$ cat config.mk
export PLATFORM = sky130hd
export DESIGN_NAME = load_store_unit_flat
export DESIGN_NICKNAME = d
export VERILOG_FILES = /design/src/rtl/lsu_pkg.sv /design/src/rtl/load_store_unit_if.sv /design/src/rtl/lsu_load_align.sv /design/src/rtl/load_store_unit.sv /design/src/flat_wrapper.sv
export SDC_FILE = /design/constraint.sdc
export NUM_CORES = 1
export LEC_CHECK = 0
export CAP_MARGIN = 5
export CORE_AREA = 3 3 156 82
export DETAILED_ROUTE_END_ITERATION = 10
export DIE_AREA = 0 0 159 85
export PLACE_DENSITY = 0.81
export SLEW_MARGIN = 20
export SYNTH_ARGS = -nofsm -noshare
export SYNTH_HDL_FRONTEND = slang
export SYNTH_SLANG_ARGS = --single-unit
export TNS_END_PERCENT = 5
$ cat constraint.sdc
create_clock -name clk -period 2 [get_ports clk]
set_input_delay 0.3 -clock clk [delete_from_list [all_inputs] [get_ports clk]]
set_output_delay 0.3 -clock clk [all_outputs]
set_load 0.1 [all_outputs]
$ cat src/rtl/lsu_pkg.sv
// Shared definitions for the load/store unit: funct3 encodings, FSM states,
// error causes and the access-legality helpers.
package lsu_pkg;

    localparam logic [2:0] LB  = 3'b000;
    localparam logic [2:0] LH  = 3'b001;
    localparam logic [2:0] LW  = 3'b010;
    localparam logic [2:0] LBU = 3'b100;
    localparam logic [2:0] LHU = 3'b101;
    localparam logic [2:0] SB  = 3'b000;
    localparam logic [2:0] SH  = 3'b001;
    localparam logic [2:0] SW  = 3'b010;

    typedef enum logic [1:0] {
        IDLE = 2'd0,
        BUSY = 2'd1,
        RESP = 2'd2
    } lsu_state_e;

    localparam logic [1:0] ERR_NONE     = 2'b00;
    localparam logic [1:0] ERR_MISALIGN = 2'b01;
    localparam logic [1:0] ERR_ILLEGAL  = 2'b10;
    localparam logic [1:0] ERR_TIMEOUT  = 2'b11;

    function automatic logic f3_legal(input logic we, input logic [2:0] f3);
        logic ok;
        if (we) ok = (f3 == SB) || (f3 == SH) || (f3 == SW);
        else    ok = (f3 == LB) || (f3 == LH) || (f3 == LW) || (f3 == LBU) || (f3 == LHU);
        return ok;
    endfunction

    // funct3[1:0] encodes the access size for both loads and stores
    function automatic logic f3_misaligned(input logic [2:0] f3, input logic [1:0] off);
        logic bad;
        bad = 1'b0;
        case (f3[1:0])
            2'b01:   bad = off[0];
            2'b10:   bad = (off != 2'b00);
            default: bad = 1'b0;
        endcase
        return bad;
    endfunction

endpackage

$ cat src/rtl/load_store_unit_if.sv
// Data-memory bus between the load/store unit (master) and memory (slave).
interface load_store_unit_if #(parameter int XLEN = 32);

    logic            mem_req;
    logic            mem_we;
    logic [XLEN-1:0] mem_addr;
    logic [3:0]      mem_be;
    logic [XLEN-1:0] mem_wdata;
    logic            mem_ready;
    logic [XLEN-1:0] mem_rdata;

    modport master (
        output mem_req, mem_we, mem_addr, mem_be, mem_wdata,
        input  mem_ready, mem_rdata
    );

    modport slave (
        input  mem_req, mem_we, mem_addr, mem_be, mem_wdata,
        output mem_ready, mem_rdata
    );

endinterface

$ cat src/rtl/lsu_load_align.sv
// Combinational load-data extraction: shifts the addressed byte/halfword
// down to bit 0 and sign- or zero-extends it according to funct3.
module lsu_load_align
    import lsu_pkg::*;
#(
    parameter int XLEN = 32
) (
    input  logic [2:0]      funct3_i,
    input  logic [1:0]      off_i,
    input  logic [XLEN-1:0] rdata_i,
    output logic [XLEN-1:0] data_o
);

    logic [15:0] shifted;
    assign shifted = 16'(rdata_i >> {off_i, 3'b000});

    always_comb begin
        data_o = rdata_i;
        case (funct3_i)
            LB:      data_o = {{(XLEN-8){shifted[7]}}, shifted[7:0]};
            LH:      data_o = {{(XLEN-16){shifted[15]}}, shifted[15:0]};
            LBU:     data_o = {{(XLEN-8){1'b0}}, shifted[7:0]};
            LHU:     data_o = {{(XLEN-16){1'b0}}, shifted[15:0]};
            default: data_o = rdata_i;
        endcase
    end

endmodule

$ cat src/rtl/load_store_unit.sv
// Memory-stage load/store unit: one bus transaction per request, store lane
// generation, load extension, error flagging. Optional bus timeout: LSU_TIMEOUT_EN.
module load_store_unit
    import lsu_pkg::*;
#(
    parameter int XLEN           = 32,
    parameter int TIMEOUT_CYCLES = 255
) (
    input  logic                     clk,
    input  logic                     rst_n,
    input  logic                     req_valid,
    input  logic                     req_we,
    input  logic [2:0]               req_funct3,
    input  logic [XLEN-1:0]          req_addr,
    input  logic [XLEN-1:0]          req_wdata,
    load_store_unit_if.master        mem,
    output logic                     lsu_busy,
    output logic                     resp_valid,
    output logic [XLEN-1:0]          resp_rdata,
    output logic                     resp_err,
    output logic [1:0]               err_cause
);

    lsu_state_e      state_q, state_d;
    logic            mem_req_q, mem_req_d;
    logic            mem_we_q, mem_we_d;
    logic [XLEN-1:0] mem_addr_q, mem_addr_d;
    logic [3:0]      mem_be_q, mem_be_d;
    logic [XLEN-1:0] mem_wdata_q, mem_wdata_d;
    logic [2:0]      funct3_q, funct3_d;
    logic [1:0]      off_q, off_d;
    logic [XLEN-1:0] resp_rdata_q, resp_rdata_d;
    logic            resp_err_q, resp_err_d;
    logic [1:0]      err_cause_q, err_cause_d;

    logic [3:0]      st_be;
    logic [XLEN-1:0] st_wdata;
    logic [XLEN-1:0] load_data;
    logic            tmo_hit;

    always_comb begin
        st_be    = 4'b1111;
        st_wdata = req_wdata;
        case (req_funct3[1:0])
            2'b00: begin
                st_be    = 4'b0001 << req_addr[1:0];
                st_wdata = {4{req_wdata[7:0]}};
            end
            2'b01: begin
                st_be    = req_addr[1] ? 4'b1100 : 4'b0011;
                st_wdata = {2{req_wdata[15:0]}};
            end
            default: ;
        endcase
    end

    lsu_load_align #(.XLEN(XLEN)) u_align (
        .funct3_i (funct3_q),
        .off_i    (off_q),
        .rdata_i  (mem.mem_rdata),
        .data_o   (load_data)
    );

`ifdef LSU_TIMEOUT_EN
    logic [7:0] tmo_cnt_q;

    // Zero everywhere outside BUSY, so it is already clear on entry to BUSY
    always_ff @(posedge clk or negedge rst_n) begin
        if (!rst_n)                                 tmo_cnt_q <= '0;
        else if (state_q == BUSY && !mem.mem_ready) tmo_cnt_q <= tmo_cnt_q + 8'd1;
        else                                        tmo_cnt_q <= '0;
    end

    assign tmo_hit = (state_q == BUSY) && (tmo_cnt_q == 8'(TIMEOUT_CYCLES - 1));
`else
    // Timeout disabled: never fires for any legal TIMEOUT_CYCLES value
    assign tmo_hit = (TIMEOUT_CYCLES == 0);
`endif

    always_comb begin
        state_d      = state_q;
        mem_req_d    = mem_req_q;
        mem_we_d     = mem_we_q;
        mem_addr_d   = mem_addr_q;
        mem_be_d     = mem_be_q;
        mem_wdata_d  = mem_wdata_q;
        funct3_d     = funct3_q;
        off_d        = off_q;
        resp_rdata_d = resp_rdata_q;
        resp_err_d   = resp_err_q;
        err_cause_d  = err_cause_q;
        case (state_q)
            IDLE: begin
                if (req_valid) begin
                    if (!f3_legal(req_we, req_funct3) || f3_misaligned(req_funct3, req_addr[1:0])) begin
                        state_d      = RESP;
                        resp_rdata_d = '0;
                        resp_err_d   = 1'b1;
                        err_cause_d  = !f3_legal(req_we, req_funct3) ? ERR_ILLEGAL : ERR_MISALIGN;
                    end else begin
                        state_d     = BUSY;
                        mem_req_d   = 1'b1;
                        mem_we_d    = req_we;
                        mem_addr_d  = {req_addr[XLEN-1:2], 2'b00};
                        mem_be_d    = req_we ? st_be : 4'b1111;
                        mem_wdata_d = st_wdata;
                        funct3_d    = req_funct3;
                        off_d       = req_addr[1:0];
                    end
                end
            end
            BUSY: begin
                if (mem.mem_ready) begin
                    state_d      = RESP;
                    mem_req_d    = 1'b0;
                    resp_rdata_d = mem_we_q ? '0 : load_data;
                    resp_err_d   = 1'b0;
                    err_cause_d  = ERR_NONE;
                end else if (tmo_hit) begin
                    state_d      = RESP;
                    mem_req_d    = 1'b0;
                    resp_rdata_d = '0;
                    resp_err_d   = 1'b1;
                    err_cause_d  = ERR_TIMEOUT;
                end
            end
            RESP:    state_d = IDLE;
            default: state_d = IDLE;
        endcase
    end

    always_ff @(posedge clk or negedge rst_n) begin
        if (!rst_n) begin
            state_q      <= IDLE;
            mem_req_q    <= 1'b0;
            mem_we_q     <= 1'b0;
            mem_addr_q   <= '0;
            mem_be_q     <= '0;
            mem_wdata_q  <= '0;
            funct3_q     <= '0;
            off_q        <= '0;
            resp_rdata_q <= '0;
            resp_err_q   <= 1'b0;
            err_cause_q  <= ERR_NONE;
        end else begin
            state_q      <= state_d;
            mem_req_q    <= mem_req_d;
            mem_we_q     <= mem_we_d;
            mem_addr_q   <= mem_addr_d;
            mem_be_q     <= mem_be_d;
            mem_wdata_q  <= mem_wdata_d;
            funct3_q     <= funct3_d;
            off_q        <= off_d;
            resp_rdata_q <= resp_rdata_d;
            resp_err_q   <= resp_err_d;
            err_cause_q  <= err_cause_d;
        end
    end

    assign mem.mem_req   = mem_req_q;
    assign mem.mem_we    = mem_we_q;
    assign mem.mem_addr  = mem_addr_q;
    assign mem.mem_be    = mem_be_q;
    assign mem.mem_wdata = mem_wdata_q;

    assign lsu_busy   = (state_q == IDLE && req_valid) || (state_q == BUSY);
    assign resp_valid = (state_q == RESP);
    assign resp_rdata = resp_rdata_q;
    assign resp_err   = resp_err_q;
    assign err_cause  = err_cause_q;

endmodule

$ cat src/flat_wrapper.sv
// flat-port wrapper written by rule: the top's interface ports become plain ports
module load_store_unit_flat import lsu_pkg::*;
#(
    parameter int XLEN           = 32,
    parameter int TIMEOUT_CYCLES = 255
)
  (clk, rst_n, req_valid, req_we, req_funct3, req_addr, req_wdata, lsu_busy, resp_valid, resp_rdata, resp_err, err_cause, mem_mem_req, mem_mem_we, mem_mem_addr, mem_mem_be, mem_mem_wdata, mem_mem_ready, mem_mem_rdata);
  load_store_unit_if #(.XLEN(XLEN)) mem_i ();
  input  logic clk;
  input  logic rst_n;
  input  logic req_valid;
  input  logic req_we;
  input  logic [2:0] req_funct3;
  input  logic [XLEN-1:0] req_addr;
  input  logic [XLEN-1:0] req_wdata;
  output logic lsu_busy;
  output logic resp_valid;
  output logic [XLEN-1:0] resp_rdata;
  output logic resp_err;
  output logic [1:0] err_cause;
  output wire logic [$bits(mem_i.mem_req)-1:0] mem_mem_req;
  output wire logic [$bits(mem_i.mem_we)-1:0] mem_mem_we;
  output wire logic [$bits(mem_i.mem_addr)-1:0] mem_mem_addr;
  output wire logic [$bits(mem_i.mem_be)-1:0] mem_mem_be;
  output wire logic [$bits(mem_i.mem_wdata)-1:0] mem_mem_wdata;
  input wire logic [$bits(mem_i.mem_ready)-1:0] mem_mem_ready;
  input wire logic [$bits(mem_i.mem_rdata)-1:0] mem_mem_rdata;
  assign mem_mem_req = mem_i.mem_req;
  assign mem_mem_we = mem_i.mem_we;
  assign mem_mem_addr = mem_i.mem_addr;
  assign mem_mem_be = mem_i.mem_be;
  assign mem_mem_wdata = mem_i.mem_wdata;
  assign mem_i.mem_ready = mem_mem_ready;
  assign mem_i.mem_rdata = mem_mem_rdata;
  load_store_unit #(.XLEN(XLEN), .TIMEOUT_CYCLES(TIMEOUT_CYCLES)) u_core (.clk(clk), .rst_n(rst_n), .req_valid(req_valid), .req_we(req_we), .req_funct3(req_funct3), .req_addr(req_addr), .req_wdata(req_wdata), .mem(mem_i), .lsu_busy(lsu_busy), .resp_valid(resp_valid), .resp_rdata(resp_rdata), .resp_err(resp_err), .err_cause(err_cause));
endmodule
# Yosys cells after proc, flatten, opt, wreduce, memory -nomap -nowiden
# Cells that the tools add are included.
# Widths: inputs -> output; s select.
word_totals:
  reg_bits: 110
  in_bits: 104
  out_inout_bits: 107
  wordCells: 82
classes:
  n_reduce_logical: 18
  n_bitwise: 1
  n_shift: 2
  n_mux: 35
  eq_ne: 15
ops:
  columns: ["operator", "count"]
  rows:
  - ["$mux 32", 4]
  - ["$pmux 32 s2", 2]
  - ["$pmux 32 s4", 1]
  - ["$shr 32x5->16", 1]
  - ["$mux 2", 7]
  - ["$mux 1", 13]
  - ["$eq 3x3->1 const B", 4]
  - ["$mux 4", 2]
  - ["$pmux 2 s2", 2]
  - ["$pmux 4 s2", 1]
  - ["$reduce_and 4->1", 2]
  - ["$eq 3x1->1 const B", 2]
  - ["$logic_not 3->1", 2]
  - ["$logic_or 1x1->1", 6]
  - ["$ne 2x2->1 const B", 3]
  - ["$pmux 1 s2", 3]
  - ["$eq 2x1->1 const B", 2]
  - ["$eq 2x2->1 const B", 2]
  - ["$logic_not 2->1", 2]
  - ["$reduce_bool 2->1", 2]
  - ["$shl 1x2->4 const A", 1]
  - ["$eq 3x2->1 const B", 1]
  - ["$reduce_and 3->1", 1]
  - ["$ne 2x1->1 const B", 1]
  - ["other kinds (4)", 4]

# Depth between registers and ports, before layout
logic_depth:
  ltp_word: 17
  depth_mapped: 10
  depth_no_buf: 7

# Cells and area by module
# From an unflattened synthesis, not the netlist that was laid out.
hier_totals:
  cells_unflattened: 425
  hier_area_um2: 5270.1
modules_own_cells:
  columns: ["module", "instances", "seq_area_each_um2", "cells_each", "area_per_inst_um2"]
  rows:
  - ["load_store_unit", 1, 2752.6, 319, 4578.1]
  - ["lsu_load_align", 1, 0.0, 106, 691.9]

# Worst setup path before layout
# OpenSTA, ideal clock, no wires.
synth_timing:
  path_kind: "input-to-reg"
  startpoint: "in req_funct3[0]"
  endpoint: "reg u_core.mem_addr_q[10] (netlist: u_core.mem.mem_addr[10])"
  slack_ps: -120
  path_buffers: 3
  required_ps: 1872
  setup_time_ps: 128
  t_arrival_ps: 1992
  cell_stages: 9
  path_cell_list: "inv_1 -> ha_1 -> buf_2 -> nor2_4 -> a22o_1 -> a211oi_1 -> buf_2 -> buf_4 -> mux2_1"
synth_between:
  elab_chain_len: 12
  elab_cells_between_ends: 21
  cone_classes: "eq/ne (6); mux (6); bitwise (1); reduce/logical (8)"
synth_lines:
  columns: ["item", "line_no", "source"]
  rows:
  - ["start: declaration", "flat_wrapper.sv:13", "input logic [2:0] req_funct3;"]
  - ["$eq 3x1->1 or $logic_not 3->1 (tied branches)", "lsu_pkg.sv:27, lsu_pkg.sv:28", null]
  - ["$logic_or 1x1->1 (2 in series)", "lsu_pkg.sv:27, lsu_pkg.sv:28", null]
  - ["$logic_or 1x1->1 (2 in series)", "lsu_pkg.sv:28", "else ok = (f3 == LB) || (f3 == LH) || (f3 == LW) || (f3 == LBU) || (f3 == LHU);"]
  - ["$mux 1", "lsu_pkg.sv:27", "if (we) ok = (f3 == SB) || (f3 == SH) || (f3 == SW);"]
  - ["$mux 1", "load_store_unit.sv:94", "if (req_valid) begin"]
  - ["$mux 1", "load_store_unit.sv:92", "case (state_q)"]
  - ["$logic_not 1->1", "load_store_unit.sv:95", "if (!f3_legal(req_we, req_funct3) || f3_misaligned(req_funct3, req_addr[1:0])) begin"]
  - ["$logic_or 1x1->1 *", "load_store_unit.sv:95", null]
  - ["$not 1->1 (no source line) *", null, null]
  - ["$reduce_and 3->1 (no source line) *", null, null]
  - ["end signal: assignment", "load_store_unit.sv:149", "mem_addr_q <= mem_addr_d;"]
  - ["end: declaration", "load_store_unit.sv:27", "logic [XLEN-1:0] mem_addr_q, mem_addr_d;"]
# Mark *: on every way between the ends. The rest lies on a longest branch, timed or not. The select of a mux whose other input is x is not followed.
# A chain may end at the register's enable or synchronous reset.

# Worst setup path in the final report
layout_timing:
  startpoint: "in req_funct3[0]"
  endpoint: "reg u_core.mem_addr_q[21] (netlist: u_core.mem.mem_addr[21])"
# The elaborated chain is that of the path after synthesis.

==> impl_results.md <==
* Top FF cell, synth: dfrtp_1
* Routed WL per cell at 17.43 um
* Tot GR Track Use at 21.79%
* Final Hold Vio Count at 0
* Flop2flop setup slack at 0.10 ns
* Clock sink count at 110
* Bufs and invs on worst path at 4
* R2R cell count at 6
* Clock latency on the worst-skew pair at 0.34 ns
* Global-route wire length before repair at 23.82 mm
* Outcome: finished, final reports clean
* Compound-cell area share of the yosys netlist at 17.96%
* Nets@finish at 780
* Site row count at 28
* Worst path max stage delay at 0.34 ns
* Post-Layout Cell Count at 843
* RePlAce Congestion at 0.8422
* Max-slew headroom at 56.63%
* WP data required at 2.22 ns
* Clock transition at path regs at 0.07 ns
* Largest net degree at the start of global routing at 46
* DR vias/cell at 5.259
* CTS tree: yes
* Post-Synth XOR/XNOR Area at 0%
* Die Y at 85 um
* Vias in the first global route at 4,544
* Layout cells sized above 1 at 26.55%
* DR vias at 4,433
* Min-Delay Path Class: input port to flip-flop
* Post-synth EDFFs at 0
* Avg Inst Size Synth at 11.34 um2
* Synth Cell Area at 0.004967 mm2
* Worst Skew at 0.005426 ns
* Final Cell Area at 0.007667 mm2
* Final Setup Violations at 0
* Worst Path Max Fanout at 15
* Global route total overflow at 0
* WL met2 at 7.540 mm
* Hold Crit Endpoint: u_core.funct3_q[1]$_DFFE_PN0P_
* Crit-path leading delay family: buffers and inverters
* Area of the core at 0.01163 mm2
* Residual DRC at 0
* Antenna Nets Post-Route at 0
* # diodes at 0
* Worst slew pin tran at 0.6499 ns
* CP arrival at 2.15 ns
* Clock root buffer: clkbuf_16
* Slowest stage cell, crit path: mux2_1
* Hold_ws at 0.4211 ns
* First-pass detailed-route iteration total at 4
* Inst Count DP at 823
* Post-Route Utilization at 65.92%
* Part of the cycle the worst path needs at 96.15%
* Fraction of the mapped netlist area in simple logic gates at 9.370%
* RSZ-0062 raised after global routing: false
* Final Max Tran Viols at 0
* Minimum clock period at 1.923 ns
* Most frequent cells in the layout: 140 x buf_4, 110 x dfrtp_1, 100 x clkdlybuf4s50_1, 56 x nor2_1, 45 x mux2_1
* Setup CP Type: input port to flip-flop
* Max_cap viols at 0
* Hold Startpoint: req_funct3[1]
* Synth Instances at 438
* Crit path cell chain: clkdlybuf4s15_1 -> inv_2 -> ha_1 -> nand2b_1 -> a22o_1 -> a211oi_4 -> buf_6 -> bufbuf_16 -> mux2_1
* R2R Path End: u_core.resp_rdata[23]$_DFFE_PN0P_
* Layout overhead on the synthesized area at 54.36%
* Die Wd at 159 um
* Startpoint Class: input port
* Metal3 WL at 873 um
* Max Root-Sink Buffers at 2
* Leading cell type in the layout, fill and taps excluded: buf_4
* Placed inst area at 0.007263 mm2
* Synth warnings at 0
* FMAX at 0.5200 GHz
* Post-Synth Adder-Cell Area at 0.7557%
* Largest family of logic cells by synthesized area: compound AO/OA/AOI/OAI gates
* Final Routed Wirelength at 14.70 mm
* Seq/Total Area, Yosys at 55.42%
* Top Ports at 211
* DIE AREA at 0.01352 mm2
* FF-to-FF Start: u_core.off_q[1]$_DFFE_PN0P_
* Initial antenna violation count at 0
* IO Port Bufs at 208
* Register bit total from synthesis at 110
* Cell variety after synth at 40
* DPL Wire Length at 10.96 mm
* Ys async rst share at 100.0%
* Crit end category: flip-flop
* Highest layer used for signal routing: met4
* Max H-tree Level at 3
* DRT iter0 DRCs at 284
* Mux contribution to synthesized area at 12.85%
* Hold Crit Depth at 3
* Num CTS Buffers at 9
* Metal1 wirelength at 5.970 mm
* Initial core utilization at 42.71%
## cell families (layout without fill, tap and decap cells)
logic type	after synthesis	count (layout)
other cells	1	2
compound gates	124	124
simple gates	105	105
buf+inv	37	276
flops	110	110
fa+ha+maj	3	3
mux	58	58
## stage by stage
stage                      TNS, ns  setup WS (ns)
after CTS                        0        0.03963
after floorplan           -0.07272      -0.006740
after detailed placement    -48.30        -0.5278
after global routing             0       0.008338
final                            0        0.07697
after global placement      -39.22        -0.4360
## state kept, by name, indices dropped and copies added, names as in the netlist
| name | count |
|---|---|
| u_core.state_q | 2 |
| u_core.mem.mem_req | 1 |
| u_core.resp_rdata | 32 |
| u_core.mem.mem_we | 1 |
| u_core.mem.mem_wdata | 32 |
| u_core.resp_err | 1 |
| u_core.off_q | 2 |
| u_core.mem.mem_be | 4 |
| u_core.funct3_q | 3 |
| u_core.mem.mem_addr | 30 |
| u_core.err_cause | 2 |
## cells in the mapped netlist (2+ instances only)
master / count / share of area (%)
nand3b_1: 2 / 0.30
mux2_1: 45 / 10
ha_1: 3 / 0.76
o21ai_1: 4 / 0.40
nor2_1: 57 / 4.3
dfrtp_1: 110 / 55
buf_4: 4 / 0.60
inv_2: 2 / 0.15
inv_1: 4 / 0.30
a31oi_1: 18 / 2.3
mux2i_1: 12 / 2.4
a21oi_1: 24 / 2.4
o21ai_0: 19 / 1.9
buf_2: 13 / 1.3
o2bb2ai_1: 9 / 1.6
a22o_1: 2 / 0.35
clkbuf_1: 11 / 0.83
a22oi_1: 17 / 2.6
nor2b_1: 4 / 0.50
a221o_1: 23 / 4.6
nand2_1: 27 / 2.0
nand2b_1: 10 / 1.3
## what timing repair did
item | 4_1_cts | 5_1_grt
pin swaps | 2 | 1
endpoints found under the setup margin | 96 | 20
resized for setup | 7 | 3
cloned | 1 | 0
hold endpoints to repair | 43 | 0
buffers inserted | 2 | 0
hold buffers | 1 | 0
## layout make-up
type | count | area [um2]
Inverter | 7 | 26.28
Timing Repair Buffer | 253 | 2285
Clock buffer | 11 | 252.7
Multi-Input combinational cell | 292 | 2081
Fill cell | 895 | 3964
Clock inverter | 5 | 63.81
Tap cell | 165 | 206.4
Sequential cell | 110 | 2753
## routing by layer
metal | global-route usage (%) | vias to the layer above
met2 | 38.22 | 164
met1 | 27.23 | 2188
met4 | 5.719 | 0
met5 | 0 | -
met3 | 5.656 | 27
li1 | - | 2054
## worst max-delay path by stage
| stage | cells past startpoint | to | start | slack, ns |
|---|---|---|---|---|
| 2_1_floorplan | 4 | u_core.resp_rdata[16]$_DFFE_PN0P_ | u_core.mem.mem_we$_DFFE_PN0P_ | -0.007 |
| 3_3_place_gp | 8 | u_core.mem.mem_addr[23]$_DFFE_PN0P_ | req_funct3[1] | -0.44 |
| 3_5_place_dp | 8 | u_core.funct3_q[2]$_DFFE_PN0P_ | req_funct3[1] | -0.53 |
| 4_1_cts | 4 | u_core.resp_rdata[23]$_DFFE_PN0P_ | u_core.state_q[1]$_DFFE_PN0P_ | 0.04 |
| 5_1_grt | 9 | u_core.mem.mem_addr[13]$_DFFE_PN0P_ | req_funct3[0] | 0.008 |
| 6_report | 9 | u_core.mem.mem_addr[21]$_DFFE_PN0P_ | req_funct3[0] | 0.08 |
## worst min-delay path, cell delays in order
cell and delay (ns):
dlygate4sd2_1 0.28, nand2_1 0.08, o21ai_1 0.06
Power is not shown: default switching activity piles up to over one toggle a cycle in this logic, so the estimate is an artifact.
